## src/rtl/sl3_rx_demux_if.sv

```systemverilog
// Word-stream bundle used for the SL3 RX input and for each engine output stream.
// The metadata field is only meaningful on the RX side; the outputs tie it to zero.
interface sl3_rx_demux_if #(
    parameter int DATA_W = 128,
    parameter int META_W = 16
);
    logic [DATA_W-1:0] data;
    logic [META_W-1:0] meta;
    logic              last;
    logic              valid;
    logic              ready;

    modport master (output data, meta, last, valid, input ready);
    modport slave  (input data, meta, last, valid, output ready);
endinterface

```

## src/rtl/sl3_rx_demux.sv

```systemverilog
// SL3 receive demultiplexer: routes each packet by its first-word metadata to one of
// four engine streams through 2-entry skid buffers, checking length and counting packets.
module sl3_rx_demux #(
    parameter int DATA_W   = 128,
    parameter int META_W   = 16,
    parameter int PKT_BITS = 8
) (
    input  logic                clk,
    input  logic                rst,
    input  logic                start_core_i,
    input  logic [PKT_BITS-1:0] data_pkt_numcls_m1_i,
    input  logic [PKT_BITS-1:0] tw_pkt_numcls_m1_i,
    input  logic [PKT_BITS-1:0] tf_pkt_numcls_m1_i,
    input  logic [PKT_BITS-1:0] res_pkt_numcls_m1_i,
    sl3_rx_demux_if.slave       rx_i,
    sl3_rx_demux_if.master      data_o,
    sl3_rx_demux_if.master      tw_o,
    sl3_rx_demux_if.master      tf_o,
    sl3_rx_demux_if.master      res_o,
    output logic [31:0]         num_rx_packets_o,
    output logic [31:0]         num_drop_packets_o,
    output logic                len_error_o
);
    localparam int NSTR = 4;

    localparam logic [META_W-1:0] META_DATA = META_W'(2'd0);
    localparam logic [META_W-1:0] META_TW   = META_W'(2'd1);
    localparam logic [META_W-1:0] META_TF   = META_W'(2'd2);
    localparam logic [META_W-1:0] META_RES  = META_W'(2'd3);

    typedef enum logic [1:0] {
        ST_IDLE  = 2'd0,
        ST_ROUTE = 2'd1,
        ST_DROP  = 2'd2
    } state_e;

    // Returns {known, stream index}.
    function automatic logic [2:0] decode_meta(input logic [META_W-1:0] meta);
        logic [2:0] res;
        case (meta)
            META_DATA: res = 3'b100;
            META_TW:   res = 3'b101;
            META_TF:   res = 3'b110;
            META_RES:  res = 3'b111;
            default:   res = 3'b000;
        endcase
        return res;
    endfunction

    state_e                          state_q, state_d;
    logic [1:0]                      dest_q;
    logic [PKT_BITS-1:0]             m1_q;
    logic [PKT_BITS-1:0]             line_q;
    logic [31:0]                     rx_cnt_q;
    logic [31:0]                     drop_cnt_q;
    logic                            len_err_q;

    logic [2:0]                      dec_s;
    logic [NSTR-1:0][PKT_BITS-1:0]   numcls_s;
    logic [1:0]                      sel_dest_s;
    logic [PKT_BITS-1:0]             sel_m1_s;
    logic [PKT_BITS-1:0]             word_idx_s;
    logic                            rx_ready_s;
    logic                            route_s;
    logic                            drop_hdr_s;
    logic                            len_bad_s;
    logic [NSTR-1:0]                 out_ready_s;
    logic [NSTR-1:0]                 buf_full_s;
    logic [NSTR-1:0]                 buf_valid_s;
    logic [NSTR-1:0][DATA_W:0]       buf_head_s;

    assign dec_s    = decode_meta(rx_i.meta);
    assign numcls_s = {res_pkt_numcls_m1_i, tf_pkt_numcls_m1_i,
                       tw_pkt_numcls_m1_i, data_pkt_numcls_m1_i};

    // Destination, expected length and word index that apply to the word on the bus.
    always_comb begin
        sel_dest_s = dest_q;
        sel_m1_s   = m1_q;
        word_idx_s = line_q;
        if (state_q == ST_IDLE) begin
            sel_dest_s = dec_s[1:0];
            sel_m1_s   = numcls_s[dec_s[1:0]];
            word_idx_s = {PKT_BITS{1'b0}};
        end else begin
            sel_dest_s = dest_q;
            sel_m1_s   = m1_q;
            word_idx_s = line_q;
        end
    end

    // Packet FSM next state and RX handshake.
    always_comb begin
        state_d    = state_q;
        rx_ready_s = 1'b1;
        route_s    = 1'b0;
        drop_hdr_s = 1'b0;
        case (state_q)
            ST_IDLE: begin
                if (rx_i.valid) begin
                    if (dec_s[2]) begin
                        rx_ready_s = ~buf_full_s[dec_s[1:0]];
                        if (!buf_full_s[dec_s[1:0]]) begin
                            route_s = 1'b1;
                            state_d = rx_i.last ? ST_IDLE : ST_ROUTE;
                        end else begin
                            state_d = ST_IDLE;
                        end
                    end else begin
                        drop_hdr_s = 1'b1;
                        state_d    = rx_i.last ? ST_IDLE : ST_DROP;
                    end
                end else begin
                    state_d = ST_IDLE;
                end
            end
            ST_ROUTE: begin
                rx_ready_s = ~buf_full_s[dest_q];
                if (rx_i.valid && !buf_full_s[dest_q]) begin
                    route_s = 1'b1;
                    state_d = rx_i.last ? ST_IDLE : ST_ROUTE;
                end else begin
                    state_d = ST_ROUTE;
                end
            end
            ST_DROP: begin
                if (rx_i.valid && rx_i.last) begin
                    state_d = ST_IDLE;
                end else begin
                    state_d = ST_DROP;
                end
            end
            default: begin
                state_d = ST_IDLE;
            end
        endcase
    end

    // A short packet ends before the last expected word; a long one misses last on it.
    assign len_bad_s   = route_s & (rx_i.last ? (word_idx_s != sel_m1_s)
                                              : (word_idx_s == sel_m1_s));
    assign rx_i.ready  = rx_ready_s;

    // FSM state, locked destination, line counter, statistics and sticky length error.
    always_ff @(posedge clk or posedge rst) begin
        if (rst) begin
            state_q    <= ST_IDLE;
            dest_q     <= 2'd0;
            m1_q       <= {PKT_BITS{1'b0}};
            line_q     <= {PKT_BITS{1'b0}};
            rx_cnt_q   <= 32'd0;
            drop_cnt_q <= 32'd0;
            len_err_q  <= 1'b0;
        end else if (start_core_i) begin
            state_q    <= ST_IDLE;
            dest_q     <= 2'd0;
            m1_q       <= {PKT_BITS{1'b0}};
            line_q     <= {PKT_BITS{1'b0}};
            rx_cnt_q   <= 32'd0;
            drop_cnt_q <= 32'd0;
            len_err_q  <= 1'b0;
        end else begin
            state_q <= state_d;
            if (route_s) begin
                line_q <= rx_i.last ? {PKT_BITS{1'b0}}
                                    : word_idx_s + {{(PKT_BITS-1){1'b0}}, 1'b1};
                if (state_q == ST_IDLE) begin
                    dest_q <= sel_dest_s;
                    m1_q   <= sel_m1_s;
                end
                if (rx_i.last) begin
                    rx_cnt_q <= rx_cnt_q + 32'd1;
                end
            end
            if (drop_hdr_s) begin
                drop_cnt_q <= drop_cnt_q + 32'd1;
            end
            if (len_bad_s) begin
                len_err_q <= 1'b1;
            end
        end
    end

    assign num_rx_packets_o   = rx_cnt_q;
    assign num_drop_packets_o = drop_cnt_q;
    assign len_error_o        = len_err_q;

    for (genvar g = 0; g < NSTR; g++) begin : g_buf
        logic [DATA_W:0] mem0_q;
        logic [DATA_W:0] mem1_q;
        logic [1:0]      cnt_q;
        logic            push_s;
        logic            pop_s;

        assign push_s = route_s && (sel_dest_s == 2'(g));
        assign pop_s  = (cnt_q != 2'd0) && out_ready_s[g];

        // Two-entry skid buffer; the head entry (mem0) always drives the output.
        always_ff @(posedge clk or posedge rst) begin
            if (rst) begin
                mem0_q <= {(DATA_W+1){1'b0}};
                mem1_q <= {(DATA_W+1){1'b0}};
                cnt_q  <= 2'd0;
            end else if (start_core_i) begin
                cnt_q <= 2'd0;
            end else begin
                case ({push_s, pop_s})
                    2'b10: begin
                        if (cnt_q == 2'd0) begin
                            mem0_q <= {rx_i.last, rx_i.data};
                        end else begin
                            mem1_q <= {rx_i.last, rx_i.data};
                        end
                        cnt_q <= cnt_q + 2'd1;
                    end
                    2'b01: begin
                        mem0_q <= mem1_q;
                        cnt_q  <= cnt_q - 2'd1;
                    end
                    2'b11: begin
                        mem0_q <= {rx_i.last, rx_i.data};
                    end
                    default: begin
                        cnt_q <= cnt_q;
                    end
                endcase
            end
        end

        assign buf_full_s[g]  = (cnt_q == 2'd2);
        assign buf_valid_s[g] = (cnt_q != 2'd0);
        assign buf_head_s[g]  = mem0_q;
    end

    assign out_ready_s = {res_o.ready, tf_o.ready, tw_o.ready, data_o.ready};

    assign data_o.data  = buf_head_s[0][DATA_W-1:0];
    assign data_o.last  = buf_head_s[0][DATA_W];
    assign data_o.valid = buf_valid_s[0];
    assign data_o.meta  = {META_W{1'b0}};
    assign tw_o.data    = buf_head_s[1][DATA_W-1:0];
    assign tw_o.last    = buf_head_s[1][DATA_W];
    assign tw_o.valid   = buf_valid_s[1];
    assign tw_o.meta    = {META_W{1'b0}};
    assign tf_o.data    = buf_head_s[2][DATA_W-1:0];
    assign tf_o.last    = buf_head_s[2][DATA_W];
    assign tf_o.valid   = buf_valid_s[2];
    assign tf_o.meta    = {META_W{1'b0}};
    assign res_o.data   = buf_head_s[3][DATA_W-1:0];
    assign res_o.last   = buf_head_s[3][DATA_W];
    assign res_o.valid  = buf_valid_s[3];
    assign res_o.meta   = {META_W{1'b0}};
endmodule
```

## src/flat_wrapper.sv

```systemverilog
// flat-port wrapper written by rule: the top's interface ports become plain ports
module sl3_rx_demux_flat 
#(
    parameter int DATA_W   = 128,
    parameter int META_W   = 16,
    parameter int PKT_BITS = 8
)
  (clk, rst, start_core_i, data_pkt_numcls_m1_i, tw_pkt_numcls_m1_i, tf_pkt_numcls_m1_i, res_pkt_numcls_m1_i, num_rx_packets_o, num_drop_packets_o, len_error_o, rx_i_data, rx_i_meta, rx_i_last, rx_i_valid, rx_i_ready, data_o_data, data_o_meta, data_o_last, data_o_valid, data_o_ready, tw_o_data, tw_o_meta, tw_o_last, tw_o_valid, tw_o_ready, tf_o_data, tf_o_meta, tf_o_last, tf_o_valid, tf_o_ready, res_o_data, res_o_meta, res_o_last, res_o_valid, res_o_ready);
  sl3_rx_demux_if #(.DATA_W(DATA_W), .META_W(META_W)) rx_i_i ();
  sl3_rx_demux_if #(.DATA_W(DATA_W), .META_W(META_W)) data_o_i ();
  sl3_rx_demux_if #(.DATA_W(DATA_W), .META_W(META_W)) tw_o_i ();
  sl3_rx_demux_if #(.DATA_W(DATA_W), .META_W(META_W)) tf_o_i ();
  sl3_rx_demux_if #(.DATA_W(DATA_W), .META_W(META_W)) res_o_i ();
  input  logic clk;
  input  logic rst;
  input  logic start_core_i;
  input  logic [PKT_BITS-1:0] data_pkt_numcls_m1_i;
  input  logic [PKT_BITS-1:0] tw_pkt_numcls_m1_i;
  input  logic [PKT_BITS-1:0] tf_pkt_numcls_m1_i;
  input  logic [PKT_BITS-1:0] res_pkt_numcls_m1_i;
  output logic [31:0] num_rx_packets_o;
  output logic [31:0] num_drop_packets_o;
  output logic len_error_o;
  input wire logic [$bits(rx_i_i.data)-1:0] rx_i_data;
  input wire logic [$bits(rx_i_i.meta)-1:0] rx_i_meta;
  input wire logic [$bits(rx_i_i.last)-1:0] rx_i_last;
  input wire logic [$bits(rx_i_i.valid)-1:0] rx_i_valid;
  output wire logic [$bits(rx_i_i.ready)-1:0] rx_i_ready;
  output wire logic [$bits(data_o_i.data)-1:0] data_o_data;
  output wire logic [$bits(data_o_i.meta)-1:0] data_o_meta;
  output wire logic [$bits(data_o_i.last)-1:0] data_o_last;
  output wire logic [$bits(data_o_i.valid)-1:0] data_o_valid;
  input wire logic [$bits(data_o_i.ready)-1:0] data_o_ready;
  output wire logic [$bits(tw_o_i.data)-1:0] tw_o_data;
  output wire logic [$bits(tw_o_i.meta)-1:0] tw_o_meta;
  output wire logic [$bits(tw_o_i.last)-1:0] tw_o_last;
  output wire logic [$bits(tw_o_i.valid)-1:0] tw_o_valid;
  input wire logic [$bits(tw_o_i.ready)-1:0] tw_o_ready;
  output wire logic [$bits(tf_o_i.data)-1:0] tf_o_data;
  output wire logic [$bits(tf_o_i.meta)-1:0] tf_o_meta;
  output wire logic [$bits(tf_o_i.last)-1:0] tf_o_last;
  output wire logic [$bits(tf_o_i.valid)-1:0] tf_o_valid;
  input wire logic [$bits(tf_o_i.ready)-1:0] tf_o_ready;
  output wire logic [$bits(res_o_i.data)-1:0] res_o_data;
  output wire logic [$bits(res_o_i.meta)-1:0] res_o_meta;
  output wire logic [$bits(res_o_i.last)-1:0] res_o_last;
  output wire logic [$bits(res_o_i.valid)-1:0] res_o_valid;
  input wire logic [$bits(res_o_i.ready)-1:0] res_o_ready;
  assign rx_i_i.data = rx_i_data;
  assign rx_i_i.meta = rx_i_meta;
  assign rx_i_i.last = rx_i_last;
  assign rx_i_i.valid = rx_i_valid;
  assign rx_i_ready = rx_i_i.ready;
  assign data_o_data = data_o_i.data;
  assign data_o_meta = data_o_i.meta;
  assign data_o_last = data_o_i.last;
  assign data_o_valid = data_o_i.valid;
  assign data_o_i.ready = data_o_ready;
  assign tw_o_data = tw_o_i.data;
  assign tw_o_meta = tw_o_i.meta;
  assign tw_o_last = tw_o_i.last;
  assign tw_o_valid = tw_o_i.valid;
  assign tw_o_i.ready = tw_o_ready;
  assign tf_o_data = tf_o_i.data;
  assign tf_o_meta = tf_o_i.meta;
  assign tf_o_last = tf_o_i.last;
  assign tf_o_valid = tf_o_i.valid;
  assign tf_o_i.ready = tf_o_ready;
  assign res_o_data = res_o_i.data;
  assign res_o_meta = res_o_i.meta;
  assign res_o_last = res_o_i.last;
  assign res_o_valid = res_o_i.valid;
  assign res_o_i.ready = res_o_ready;
  sl3_rx_demux #(.DATA_W(DATA_W), .META_W(META_W), .PKT_BITS(PKT_BITS)) u_core (.clk(clk), .rst(rst), .start_core_i(start_core_i), .data_pkt_numcls_m1_i(data_pkt_numcls_m1_i), .tw_pkt_numcls_m1_i(tw_pkt_numcls_m1_i), .tf_pkt_numcls_m1_i(tf_pkt_numcls_m1_i), .res_pkt_numcls_m1_i(res_pkt_numcls_m1_i), .rx_i(rx_i_i), .data_o(data_o_i), .tw_o(tw_o_i), .tf_o(tf_o_i), .res_o(res_o_i), .num_rx_packets_o(num_rx_packets_o), .num_drop_packets_o(num_drop_packets_o), .len_error_o(len_error_o));
endmodule
```

## config.mk

```make
export PLATFORM = sky130hd
export DESIGN_NAME = sl3_rx_demux_flat
export DESIGN_NICKNAME = d
export VERILOG_FILES = /design/src/rtl/sl3_rx_demux_if.sv /design/src/rtl/sl3_rx_demux.sv /design/src/flat_wrapper.sv
export SDC_FILE = /design/constraint.sdc
export NUM_CORES = 2
export LEC_CHECK = 0
export CAP_MARGIN = 20
export CORE_MARGIN = 3
export CORE_UTILIZATION = 49
export DETAILED_ROUTE_END_ITERATION = 7
export PLACE_DENSITY = 0.77
export SETUP_SLACK_MARGIN = 0.15
export SYNTH_ARGS = -nofsm -noshare
export SYNTH_HDL_FRONTEND = slang
export SYNTH_SLANG_ARGS = --single-unit
```

## constraint.sdc

```tcl
create_clock -name clk -period 35.5 [get_ports clk]
set_input_delay 3.55 -clock clk [delete_from_list [all_inputs] [get_ports clk]]
set_output_delay 3.55 -clock clk [all_outputs]
set_load 0.01 [all_outputs]
```

==> results.ini <==
[final_layout]
drive_gt1_frac = 0.221
seqCellArea_um2 = 28200
fill_cells = 7853
layout.nets = 4793
area_delta_synth_final_pct = 24.3
multi_input_area_um2 = 20000
fin_util = 0.617

[min_path]
hp-start = u_core.g_buf[2].mem0_q[22]$_DFFE_PP0P_
hold_end = u_core.g_buf[2].mem0_q[22]$_DFFE_PP0P_
worstHoldPathType = reg -> reg
hold_path_depth = 2

[setup_path]
r2r_slack_ps = 30010
crit_arrival_ps = 7260
crit_slowest_cell = or4_1
cp-start-kind = input pin
crit_start = rx_i_meta[2]
critPathCaptureType = output pin
worstReg2RegEnd = u_core.g_buf[0].mem0_q[61]$_DFFE_PP0P_
critPathRequiredTime_ps = 31950
worstSetupPathType = in -> out
r2r_cells = 10
worstPathCellList = clkdlybuf4s50_1 -> or4_1 -> or4_1 -> mux2i_2 -> a21oi_1 -> a31oi_1 -> clkdlybuf4s50_1
cp_max_fo = 13
r2r_start = u_core.state_q[1]$_DFF_PP0_
cpPeakStageDelay_ps = 820

[route]
drt_iter0_drc = 2273
drt_pass1_iterations = 5
routed_via_density = 5.55
wl_per_cell_um = 23.1
drc = 0
totalWireLength_um = 140000
num_vias = 33732
ant_nets = 0

[global_routing]
grt_pass1_vias = 34895
grt_pass1_wl_um = 214000
grtUsageTotal = 0.261
grt_max_degree = 183
gr-total-overflow = 0
antenna_found_initial = 17

[clock_tree]
cts.sinks = 1125
root_buffer = clkbuf_16
clk_latency_ps = 700
htreeDepth = 3
path_clk_slew_ps = 60
numCtsBuffers = 114
clockBufferDepth = 3
post_cts_buffers = 0
cts-hold-fix-buffers = 0
cts_tree = yes
cts_resized = 0

[timing]
timing.final.crit_share = 0.305
slew_viol_final = 0
max_freq_ghz = 0.0925
finalSetupViolations = 0
fin_skew_ps = 23.2
relSlewSlack = 0.283
worst_slack_ps = 24690
finalCriticalPeriod_ps = 10810
setup-tns-final_ps = 0
max_slew.worst_pin.slew_ps = 1080
rsz0062_at_grt = false
finalHoldViolCount = 0

[pwr]
vdd_ir_drop_max_v = 0.0000386
p_per_area_nw_per_um2 = 44.5
p_sw_mw = 0.619
swShare = 0.223
p_int_mw = 2.15
clkPwrFrac = 0.471
p_leak_nw = 29.0
combPwrFrac = 0.056
seq_power_share = 0.473

[floorplan]
core_um2 = 101000
start_util = 0.497
die_h_um = 325
num_io_pins = 835
die_w_um = 325
rows = 116
die_area_um2 = 106000

[logic_synthesis]
synth_seq_cells = 1125
synth-main-ff-cell = dfrtp_1
syn_avg_cell_area_um2 = 12.7
synthCells = 3926
synth_area_um2 = 50000
ys_seq_area_frac = 0.563
async_flop_share = 1.00
yosysWarnings = 0
synth_edf_count = 0
ys_types = 64

[flow_run]
max_cap_viol_count = 0

[outcome]
status = finished, final reports clean

[place]
port_buffers = 770
dpl_worst_slack_ps = 24770
gp_congestion = 0.855
hpwlAfterDp_um = 90400

worst max path at each step:
stage                                         endpoint  slack, ps  cells past startpoint
after CTS                                   rx_i_ready      24770                      7
after global placement                      rx_i_ready      24870                      7
final                                       rx_i_ready      24690                      7
after global routing                        rx_i_ready      24590                      7
after floorplan           u_core.dest_q[0]$_DFFE_PP0P_        270                      1
after detailed placement                    rx_i_ready      24770                      7
synthesized netlist by cell type (41+ instances only):
cell,number,area [µm²]
mux2i_1,393,3930
a21oi_1,185,926
nand3_1,41,205
nand2_1,308,1160
nor2_1,192,721
buf_6,54,608
clkbuf_1,125,469
dfrtp_1,1125,28200
o21ai_0,299,1500
buf_4,97,728
mux2_2,660,7430
mux2_4,110,1650
critical path, delay by kind of cell:
kind,cells,cell delay (ps)
muxes,1,290
AOI/OAI and AO/OA,2,920
and+or+nand+nor,2,1490
buffers and inverters,2,990
kinds of logic after synthesis:
logic type,synth area share
AND/OR/NAND/NOR,0.0627
flip-flops,0.563
adder cells (fa/ha/maj),0.000751
XOR/XNOR,0.00648
other,0.0000750
AO/OA/AOI/OAI,0.0584
buffers and inverters,0.0450
multiplexers,0.264
per-layer routing:
layer | up-vias | wire length (µm) | global-route usage
li1 | 15129 | - | -
met1 | 17237 | 57100 | 0.327
met2 | 1093 | 67700 | 0.430
met3 | 273 | 9270 | 0.0629
met4 | 0 | 6200 | 0.115
met5 | - | 0 | 0
placed cells by master, fill, tap and decap left out, types with 14 or more instances in the layout:
master,netlist,layout
a21oi_1,185,182
buf_4,97,45
bufinv_16,0,19
clkbuf_1,125,22
clkbuf_16,0,116
clkbuf_8,0,23
clkdlybuf4s50_1,0,769
clkinv_2,0,21
conb_1,1,64
dfrtp_1,1125,1125
diode_2,0,17
inv_1,18,17
mux2_2,660,660
mux2_4,110,110
mux2i_1,393,393
nand2_1,308,307
nand3_1,41,38
nand4_1,23,23
nor2_1,192,192
nor2b_1,14,14
nor3_1,19,19
o21ai_0,299,299
or3_1,22,22
or4_1,17,17
xor2_1,24,24
final cells by class:
class / instances / share of cell area
sequential: 1125 / 0.453
multi-input combinational: 2527 / 0.321
timing repair buffer: 819 / 0.131
clock buffer: 161 / 0.0531
tap: 1357 / 0.0273
clock inverter: 52 / 0.0131
inverter: 18 / 0.00121
antenna: 17 / 0.000684
metrics by stage:
step	hold slack [ps]	cells	power (mW)	instance area, µm²
floorplan	474	3989	1.40	50300
global placement	460	5845	1.49	58000
global route	497	6073	2.86	62200
finish	478	6076	2.77	62200
CTS	483	6058	2.79	62100
detailed placement	469	5845	1.49	58000
flip-flops by register name, indices dropped and copies added (netlist names):
| register | count |
|---|---|
| u_core.g_buf.mem1_q | 516 |
| u_core.g_buf.cnt_q | 8 |
| u_core.m1_q | 8 |
| u_core.dest_q | 2 |
| u_core.g_buf.mem0_q | 516 |
| u_core.num_rx_packets_o | 32 |
| u_core.state_q | 2 |
| u_core.num_drop_packets_o | 32 |
| u_core.line_q | 8 |
| u_core.len_error_o | 1 |
power by group through the flow:
stage / logic (mW) / registers (mW) / clock network (mW)
finish: 0.156 / 1.31 / 1.30
global route: 0.172 / 1.31 / 1.38
CTS: 0.158 / 1.31 / 1.32
detailed placement: 0.157 / 1.33 / 0
global placement: 0.155 / 1.33 / 0
floorplan: 0.0637 / 1.34 / 0
Note: power is estimated with default switching activity, not from simulation.
